## config.mk

```make
export PLATFORM = sky130hd
export DESIGN_NAME = bus_arbiter
export DESIGN_NICKNAME = d
export VERILOG_FILES = /design/src/rtl/bus_arbiter_pkg.sv /design/src/rtl/mux_cell.sv /design/src/rtl/mux_word.sv /design/src/rtl/bus_arbiter.sv
export SDC_FILE = /design/constraint.sdc
export NUM_CORES = 1
export LEC_CHECK = 0
export CORE_ASPECT_RATIO = 0.75
export CORE_MARGIN = 2
export CORE_UTILIZATION = 26
export CTS_CLUSTER_DIAMETER = 100
export DETAILED_ROUTE_END_ITERATION = 7
export PLACE_DENSITY = 0.75
export SETUP_SLACK_MARGIN = 0.05
export SYNTH_ARGS = -nofsm -noshare
export SYNTH_HDL_FRONTEND = slang
export SYNTH_SLANG_ARGS = --single-unit
```

## constraint.sdc

```tcl
create_clock -name clk -period 2 [get_ports clk]
set_input_delay 0.3 -clock clk [delete_from_list [all_inputs] [get_ports clk]]
set_output_delay 0.3 -clock clk [all_outputs]
set_load 0.01 [all_outputs]
```

## src/rtl/bus_arbiter_pkg.sv

```systemverilog
// rtl/bus_arbiter_pkg.sv - shared types and constants for the two-requester bus arbiter
// Contents:
//   arb_state_e  FSM state encoding (IDLE, OWN_A, OWN_B)
//   REQ_A/REQ_B  requester IDs, also the encoding of the round-robin pointer
//   DATA_W_DEF   default data word width
package bus_arbiter_pkg;

  typedef enum logic [1:0] {
    IDLE  = 2'b00,
    OWN_A = 2'b01,
    OWN_B = 2'b10
  } arb_state_e;

  localparam logic REQ_A = 1'b0;
  localparam logic REQ_B = 1'b1;

  localparam int DATA_W_DEF = 16;

endpackage

```

## src/rtl/mux_cell.sv

```systemverilog
// rtl/mux_cell.sv - 1-bit 2:1 mux cell
// Ports:
//   sel  in   0 selects a, 1 selects b
//   a,b  in   data bits
//   y    out  selected bit
module mux_cell (
  input  logic sel,
  input  logic a,
  input  logic b,
  output logic y
);

  assign y = sel ? b : a;

endmodule

```

## src/rtl/mux_word.sv

```systemverilog
// rtl/mux_word.sv - W-bit 2:1 word mux built from one mux_cell per bit
// Ports:
//   sel  in   0 selects a, 1 selects b
//   a,b  in   W-bit data words
//   y    out  W-bit selected word
module mux_word #(
  parameter int W = 16
) (
  input  logic         sel,
  input  logic [W-1:0] a,
  input  logic [W-1:0] b,
  output logic [W-1:0] y
);

  for (genvar i = 0; i < W; i++) begin : g_bit
    mux_cell u_cell (
      .sel (sel),
      .a   (a[i]),
      .b   (b[i]),
      .y   (y[i])
    );
  end

endmodule

```

## src/rtl/bus_arbiter.sv

```systemverilog
// rtl/bus_arbiter.sv - round-robin two-requester arbiter driving a shared word mux
// Optional feature macro: ARB_TIMEOUT_EN (bounds each grant to TIMEOUT cycles)
// Ports:
//   clk, rst_n        clock, asynchronous active-low reset
//   req_a, req_b      requests for the shared path
//   done_a, done_b    release from the current owner
//   data_a, data_b    requester data words
//   gnt_a, gnt_b      registered grants (one-hot or zero)
//   sel               mux select, 1 only while B owns, sticky while idle
//   data_out          selected word, zero when no grant is active
//   valid             a grant is active
//   timeout           one-cycle pulse after a forced revocation
module bus_arbiter
  import bus_arbiter_pkg::*;
#(
  parameter int DATA_W  = DATA_W_DEF,
  parameter int TIMEOUT = 15
) (
  input  logic              clk,
  input  logic              rst_n,
  input  logic              req_a,
  input  logic              req_b,
  input  logic              done_a,
  input  logic              done_b,
  input  logic [DATA_W-1:0] data_a,
  input  logic [DATA_W-1:0] data_b,
  output logic              gnt_a,
  output logic              gnt_b,
  output logic              sel,
  output logic [DATA_W-1:0] data_out,
  output logic              valid,
  output logic              timeout
);

  arb_state_e state_q, state_d;
  logic       last_q, last_d;
  logic       sel_q, sel_d;
  logic       expire;
  logic [DATA_W-1:0] mux_y;

`ifdef ARB_TIMEOUT_EN
  logic [7:0] cnt_q;
  logic       timeout_q;
  logic       owner_release;

  assign owner_release = (state_q == OWN_A) ? (done_a | ~req_a) : (done_b | ~req_b);
  // Revoke only when the owner is still holding on in its last allowed cycle.
  assign expire = (state_q != IDLE) && !owner_release && (cnt_q == 8'(TIMEOUT - 1));

  always_ff @(posedge clk or negedge rst_n) begin
    if (!rst_n) begin
      cnt_q     <= '0;
      timeout_q <= 1'b0;
    end else begin
      timeout_q <= expire;
      // A handoff A->B is also an entry, so compare against the current state.
      if (state_d != IDLE && state_d != state_q) begin
        cnt_q <= '0;
      end else if (state_q != IDLE) begin
        cnt_q <= cnt_q + 8'd1;
      end else begin
        cnt_q <= '0;
      end
    end
  end

  assign timeout = timeout_q;
`else
  logic [7:0] unused_timeout;

  assign unused_timeout = 8'(TIMEOUT);
  assign expire         = 1'b0;
  assign timeout        = 1'b0;
`endif

  always_ff @(posedge clk or negedge rst_n) begin
    if (!rst_n) begin
      state_q <= IDLE;
      last_q  <= REQ_B;
      sel_q   <= 1'b0;
    end else begin
      state_q <= state_d;
      last_q  <= last_d;
      sel_q   <= sel_d;
    end
  end

  always_comb begin
    state_d = state_q;
    last_d  = last_q;
    sel_d   = sel_q;
    case (state_q)
      IDLE: begin
        if (req_a && req_b) begin
          state_d = (last_q == REQ_B) ? OWN_A : OWN_B;
        end else if (req_a) begin
          state_d = OWN_A;
        end else if (req_b) begin
          state_d = OWN_B;
        end
      end
      OWN_A: begin
        if (done_a || !req_a || expire) begin
          last_d  = REQ_A;
          state_d = req_b ? OWN_B : IDLE;
        end
      end
      OWN_B: begin
        if (done_b || !req_b || expire) begin
          last_d  = REQ_B;
          state_d = req_a ? OWN_A : IDLE;
        end
      end
      default: state_d = IDLE;
    endcase
    // sel follows the owner and keeps its value through IDLE.
    case (state_d)
      OWN_A:   sel_d = 1'b0;
      OWN_B:   sel_d = 1'b1;
      default: sel_d = sel_q;
    endcase
  end

  assign gnt_a = (state_q == OWN_A);
  assign gnt_b = (state_q == OWN_B);
  assign valid = gnt_a | gnt_b;
  assign sel   = sel_q;

  mux_word #(.W(DATA_W)) u_mux (
    .sel (sel_q),
    .a   (data_a),
    .b   (data_b),
    .y   (mux_y)
  );

  assign data_out = valid ? mux_y : '0;

endmodule

```

==> results of run 1 <==
==> repair_timing <==
| item | CTS | global route |
|---|---|---|
| pin swaps | 0 | 1 |
| setup buffers | 1 | 1 |
| hold buffers | 0 | 0 |
| resized for setup | 19 | 39 |
| endpoints found under the setup margin | 17 | 17 |
==> registers in the layout (all words and copies together), names as in the netlist <==
signal,cells
last_q,1
sel,1
state_q,2
==> cells in the final DEF (no fill, tap or decap), types with 2 or more instances in the layout <==
master and instances:
clkdlybuf4s50_1 41, mux2i_1 16, nor2_1 16, clkbuf_2 16, buf_4 8, inv_1 4, nand2_1 3, ha_2 3
clkbuf_4 3, dfrtp_1 3, mux2_2 2
==> worst paths after layout <==
check	startpoint	to	slack, ns	cells past startpoint
max	req_a	sel	0.04	6
min	rst_n	state_q[0]	0.26	1
max reg2reg	state_q[1]	sel	0.06	7
min reg2reg	last_q	last_q	0.67	1
max in group asynchronous	rst_n	last_q	1.50	1
min in group clk	last_q	last_q	0.67	1
==> power by group through the flow <==
| stage | sequential [mW] | clock, mW | combinational [mW] |
|---|---|---|---|
| 2_1_floorplan | 0.153 | 0 | 0.648 |
| 3_3_place_gp | 0.147 | 0 | 1.35 |
| 3_5_place_dp | 0.148 | 0 | 1.37 |
| 4_1_cts | 0.140 | 0.120 | 1.30 |
| 5_1_grt | 0.145 | 0.127 | 1.42 |
| 6_report | 0.140 | 0.117 | 1.32 |
==> layout make-up <==
type / instances / area, µm² / share of cell area (%)
Clock buffer: 4 / 26.3 / 2.11
Inverter: 5 / 18.8 / 1.50
Multi-Input combinational cell: 58 / 500 / 40.1
Sequential cell: 4 / 101 / 8.12
Tap cell: 24 / 30.0 / 2.41
Timing Repair Buffer: 66 / 571 / 45.7
==> routing by layer <==
metal | GRT usage [%] | vias up | routed length (µm)
met4 | 5.45 | 0 | 25
met5 | 0 | - | 0
met2 | 34.2 | 26 | 1400
met1 | 18.4 | 370 | 866
li1 | - | 376 | -
met3 | 6.59 | 5 | 118
==> cells by family after synthesis <==
kind of cell,Yosys count,synth area share [%]
and+or+nand+nor,24,18.6
muxes,19,32.8
AOI/OAI and AO/OA,9,12.9
buffers and inverters,9,7.20
adders and majority gates,5,10.6
DFF,4,17.2
other,1,0.635
==> per-stage QoR <==
step / cells / util (%) / hold slack, ns / total power [mW]
after CTS: 160 / 61.1 / 0.255 / 1.56
final: 161 / 60.4 / 0.256 / 1.58
after global placement: 155 / 59.6 / 0.520 / 1.50
after global routing: 161 / 60.4 / 0.254 / 1.69
after detailed placement: 155 / 59.6 / 0.521 / 1.52
after floorplan: 71 / - / 0.00441 / 0.801
==> qor.csv, run 1 <==
stage,metric,value,unit
pwr,p_clk_share,7.4,%
pwr,power.switching,704,µW
status,status,"complete, no violations",
logic_synthesis,synth_nets,114,
logic_synthesis,ys_seq_area_share,17.2,%
detailed_routing,initialDrtViolationCount,27,
logic_synthesis,yosys.cell_types.count,27,
floorplan,die_h,45.3,µm
pwr,intPower,875,µW
clock_network,cts_made_buffers,3,
timing,fin_crit,1.96,ns
logic_synthesis,synthFlopType,dfrtp_1,
detailed_routing,drt.antenna.violating_nets,0,
critical_path,crit_top_cell,mux2_2,
clock_network,clock_latency,0.25,ns
pwr,p_leak,0.547,nW
layout,syn_to_final_growth,111,%
detailed_routing,vias,777,
layout,final_area,1250,µm²
layout,fin_nets,181,
critical_path,crit_family,multiplexers,
clock_network,cts_tree,yes,
min_path,hp-class,in2async,
timing,tns,0,ns
logic_synthesis,synth.avg_cell_area,8.32,µm²
timing,skew,0.00464,ns
place,gp_congestion,0.778,
pwr,power.share.sequential,8.9,%
global_route,grt_pass1_vias,750,
detailed_routing,via_per_inst,4.83,
critical_path,cp.arrival,2.09,ns
critical_path,slowest_delay,0.50,ns
place,port_buffers,57,
pwr,swShare,44.6,%
flow_run,max_cap_viol_count,0,
timing,max_freq,510,MHz
critical_path,crit_chain,clkdlybuf4s50_1 -> nor2b_2 -> mux2_2 -> a31oi_2 -> ha_1 -> mux2_2,
logic_synthesis,synth_top_area_share,27.1,%
clock_network,ctsRootBufferMaster,clkbuf_4,
detailed_routing,dr.pass1.iters,4,
place,placed_cell_area,1230,µm²
logic_synthesis,netlist_instances,71,
timing,setup_ws,0.0376,ns
floorplan,die_area,2670,µm²
place,post-place-ws,-0.258,ns
timing,finalCritPeriodShare,98.1,%
pwr,ir_drop,0.699,mV
critical_path,start_kind,input pin,
logic_synthesis,synthTopCellsByArea,"mux2i_1, dfrtp_1, ha_1, nor2_1, dfstp_2",
timing,finalMaxSlewViolations,0,
global_route,grt_start_max_net_pins,19,
timing,rsz0062_at_grt,yes,
timing,setup_violations,0,
logic_synthesis,synth_edf_count,0,
logic_synthesis,yosys_warnings,0,
global_route,antenna_found_initial,0,
critical_path,end_kind,flip-flop,
timing,hold_violations,0,
clock_network,htreeDepth,1,
floorplan,die_x,59.0,µm
global_route,grt_pass1_wl,3510,µm
clock_network,clock_sinks,4,
critical_path,cp_num_buf_inv,1,
global_route,grt_use_total,18.0,%
floorplan,start_util,28.6,%
critical_path,critical_path.slowest_cell,clkdlybuf4s50_1,
layout,diodes,0,
floorplan,rows,14,
detailed_routing,wire_per_inst,15.0,µm
layout,fillers,181,
critical_path,cp.required,2.13,ns
floorplan,io_pins,59,
detailed_routing,drc,0,
logic_synthesis,yosys_register_bits,4,
global_route,overflow,0,
detailed_routing,routed_wirelength,2410,µm
layout,drive_gt1_share,30.7,%
place,place_hpwl,1890,µm
logic_synthesis,async_flop_share,100,%
logic_synthesis,synthTopCellsByCount,"mux2i_1, nor2_1, ha_1",
pwr,pwr-share-comb,83.7,%
logic_synthesis,synthesis.area,591,µm²
clock_network,ctsLongestPathBuffers,2,
pwr,pwr_density_cell,1270,nW/µm²
critical_path,cp_max_fo,2,
logic_synthesis,yosysTopAreaCell,mux2i_1,
critical_path,criticalPathCategory,in2reg,
clock_network,cts.reportedPaths.clkPinSlew,0.04,ns
floorplan,coreArea,2070,µm²
Power figures use the tool's default switching activity.
==> inputs of run 2 (changes only) <==
--- a/config.mk
+++ b/config.mk
@@ -5,11 +5,14 @@
 export SDC_FILE = /design/constraint.sdc
 export NUM_CORES = 1
 export LEC_CHECK = 0
+export CAP_MARGIN = 20
 export CORE_ASPECT_RATIO = 0.75
 export CORE_MARGIN = 2
 export CORE_UTILIZATION = 26
 export CTS_CLUSTER_DIAMETER = 100
 export DETAILED_ROUTE_END_ITERATION = 7
+export GPL_ROUTABILITY_DRIVEN = 0
+export HOLD_SLACK_MARGIN = 0.02
 export PLACE_DENSITY = 0.75
 export SETUP_SLACK_MARGIN = 0.05
 export SYNTH_ARGS = -nofsm -noshare
==> results of run 2 <==
The final DEF is identical to that of run 1; final timing and power are the same.
==> inputs of run 3 (changes only) <==
--- a/config.mk
+++ b/config.mk
@@ -5,15 +5,16 @@
 export SDC_FILE = /design/constraint.sdc
 export NUM_CORES = 1
 export LEC_CHECK = 0
+export ABC_AREA = 1
 export CAP_MARGIN = 20
-export CORE_ASPECT_RATIO = 0.75
+export CORE_ASPECT_RATIO = 1.1
 export CORE_MARGIN = 2
-export CORE_UTILIZATION = 26
+export CORE_UTILIZATION = 25
 export CTS_CLUSTER_DIAMETER = 100
 export DETAILED_ROUTE_END_ITERATION = 7
 export GPL_ROUTABILITY_DRIVEN = 0
 export HOLD_SLACK_MARGIN = 0.02
-export PLACE_DENSITY = 0.75
+export PLACE_DENSITY = 0.74
 export SETUP_SLACK_MARGIN = 0.05
 export SYNTH_ARGS = -nofsm -noshare
 export SYNTH_HDL_FRONTEND = slang
==> run 3 against run 2 <==
  * Area after synthesis decreased by 5.5%
  * Synthesized cell count increased by 39%
  * First-iteration DRC count decreased by 70%
  * Largest power group unchanged
==> qor.csv, run 3 <==
stage,metric,value,unit,change
status,status,"complete, no violations",,
detailed_routing,dr.pass1.iters,4,,unchanged
layout,final_common_cell,clkdlybuf4s50_1,,
place,port_buffers,57,,unchanged
logic_synthesis,synth.avg_cell_area,5.64,µm²,-32%
clock_network,cts_made_buffers,3,,unchanged
pwr,p_leak,0.593,nW,+8.3%
global_route,antenna_found_initial,0,,unchanged
critical_path,criticalPathCategory,reg2out,,
logic_synthesis,synth_most_common_cell,nor2_1,,
layout,final_cell_mix,"clkdlybuf4s50_1, nor2_1, o21ai_0",,
floorplan,start_util,27.0,%,-1.5 points
floorplan,die_x,49.0,µm,-17%
logic_synthesis,synthTopCellsByArea,"nor2_1, dfrtp_1, o21ai_0, ha_1, nand2_1",,
detailed_routing,vias,820,,+5.5%
timing,rsz0062_at_grt,no,,
logic_synthesis,synth_top_area_share,22.2,%,-4.9 points
floorplan,io_pins,59,,unchanged
logic_synthesis,yosys_register_bits,4,,unchanged
logic_synthesis,yosysTopAreaCell,nor2_1,,
timing,tns,0,ns,unchanged
logic_synthesis,synthFlopType,dfrtp_1,,
clock_network,ctsRootBufferMaster,clkbuf_4,,
logic_synthesis,yosys_warnings,0,,unchanged
layout,diodes,0,,unchanged
critical_path,cp.required,1.70,ns,-0.43 ns
place,placed_cell_area,1190,µm²,-3.5%
floorplan,coreArea,2060,µm²,-0.18%
logic_synthesis,synth_edf_count,0,,unchanged
global_route,grt_pass1_vias,826,,+10%
logic_synthesis,synthTopCellsByCount,"nor2_1, o21ai_0, nand2_1",,
detailed_routing,via_per_inst,4.32,,-11%
critical_path,cp.arrival,1.56,ns,-0.53 ns
layout,syn_to_final_growth,117,%,
floorplan,rows,17,,+3
critical_path,start_kind,flip-flop,,
pwr,pwr_density_cell,1380,nW/µm²,+8.9%
global_route,overflow,0,,unchanged
layout,regMostFlops,state_q,,
detailed_routing,routed_wirelength,1980,µm,-18%
detailed_routing,wire_per_inst,10.4,µm,-30%
layout,fin_cells,190,,+18%
logic_synthesis,async_flop_share,100,%,unchanged
floorplan,die_h,53.6,µm,+18%
pwr,power,1.67,mW,+5.5%
logic_synthesis,ys_seq_area_share,18.2,%,+1.0 points
clock_network,clock_sinks,4,,unchanged
logic_synthesis,netlist_instances,99,,+39%
clock_network,postCtsSetupRepairBufs,0,,-1
logic_synthesis,yosys.cell_types.count,16,,-41%
clock_network,htreeDepth,1,,unchanged
clock_network,cts.reportedPaths.clkPinSlew,0.04,ns,about the same
clock_network,hold_buffers,0,,unchanged
critical_path,end_kind,primary output,,
min_path,hp-class,in2async,,
layout,fin_nets,206,,+14%
detailed_routing,drt.antenna.violating_nets,0,,unchanged
global_route,grt_pass1_wl,3340,µm,-4.9%
critical_path,reg2reg_slack,0.25,ns,+0.19 ns
timing,finalCritPeriodShare,93.1,%,-5.0 points
flow_run,max_cap_viol_count,0,,unchanged
timing,fin_crit,1.86,ns,-0.0996 ns
place,dp_cells,186,,+20%
detailed_routing,drc,0,,unchanged
clock_network,ctsLongestPathBuffers,2,,unchanged
layout,final_area,1210,µm²,-3.1%
logic_synthesis,synthesis.area,558,µm²,-5.5%
clock_network,clock_latency,0.24,ns,about the same
pwr,ir_drop,0.764,mV,+9.3%
timing,max_freq,537,MHz,+5.3%
logic_synthesis,synth_nets,142,,+25%
global_route,grt_use_total,16.2,%,-1.8 points
clock_network,cts_tree,yes,,
place,place_hpwl,1680,µm,-11%
floorplan,die_area,2630,µm²,-1.7%
layout,drive_gt1_share,9.26,%,-21 points
timing,hold_violations,0,,unchanged
timing,setup_violations,0,,unchanged
global_route,grt_start_max_net_pins,18,,-1
critical_path,cp_max_fo,2,,unchanged
detailed_routing,initialDrtViolationCount,8,,-70%
timing,finalMaxSlewViolations,0,,unchanged
layout,largest_reg_flops,2,,unchanged
timing,skew,0.00356,ns,-0.00107 ns
## run 3: cell types whose count changed in the layout (fill, tap and decap cells not counted), moves of 3 or more
cell | previous run | this run
mux2i_1 | 16 | 0
ha_2 | 3 | 0
clkdlybuf4s15_1 | 0 | 3
nor2_1 | 16 | 33
dlygate4sd2_1 | 0 | 12
ha_1 | 1 | 4
nand3_1 | 0 | 9
inv_1 | 4 | 8
buf_4 | 8 | 5
o21ai_0 | 1 | 15
clkbuf_2 | 16 | 1
nand2_1 | 3 | 14
## run 3: repair_timing
action	4_1_cts	5_1_grt
resized for setup	17	6
endpoints found under the setup margin	17	8
gates cloned	0	0
## run 3: worst max-delay path, cell delays in order, from the launching register on
cell and delay (ns):
dfrtp_1 0.33, inv_1 0.08, ha_4 0.29, buf_4 0.11, clkdlybuf4s50_1 0.52
## run 3: worst paths after layout
check	startpoint	end	cells after the start
setup reg to reg	state_q[0]	sel	11
max in group asynchronous	rst_n	last_q	1
hold reg to reg	last_q	last_q	2
hold / removal	rst_n	state_q[1]	1
min in group clk	last_q	last_q	2
setup / recovery	state_q[1]	valid	4
## run 3: cell families after synthesis
family                   after synthesis  synth area share (%)
buffers and inverters                 14                  12.3
AND/OR/NAND/NOR                       57                  40.8
flip-flops                             4                  18.2
adder cells (fa/ha/maj)                5                  11.2
AO/OA/AOI/OAI                         18                  16.8
other                                  1                 0.672
## run 3: through the flow
stage	utilization, %	hold WS [ns]	setup WS (ns)
2_1_floorplan	-	0.00441	0.380
3_5_place_dp	57.7	0.518	0.0500
5_1_grt	58.6	0.276	0.0756
3_3_place_gp	57.7	0.503	0.0839
4_1_cts	58.6	0.263	0.0948
6_report	58.6	0.261	0.137
## run 3: final cells by class
| class | count | area, µm² |
|---|---|---|
| repair buffers | 63 | 608 |
| clock buffers | 4 | 26.3 |
| inverters | 10 | 37.5 |
| fillers | 217 | 855 |
| multi-input cells | 81 | 400 |
| flip-flops and latches | 4 | 101 |
| well taps | 28 | 35.0 |
## run 3: per-layer routing
| layer | global-route usage, % | vias to the layer above | routed length [µm] |
|---|---|---|---|
| met3 | 4.72 | 2 | 211 |
| met1 | 15.9 | 336 | 756 |
| li1 | - | 440 | - |
| met4 | 5.71 | 0 | 17 |
| met2 | 32.6 | 42 | 994 |
| met5 | 0 | - | 0 |
## run 3: report_power, final
group          switching, mW  internal [mW]  total, mW
registers             0.0376          0.124      0.162
logic                  0.696          0.695       1.39
clock network         0.0381         0.0752      0.113
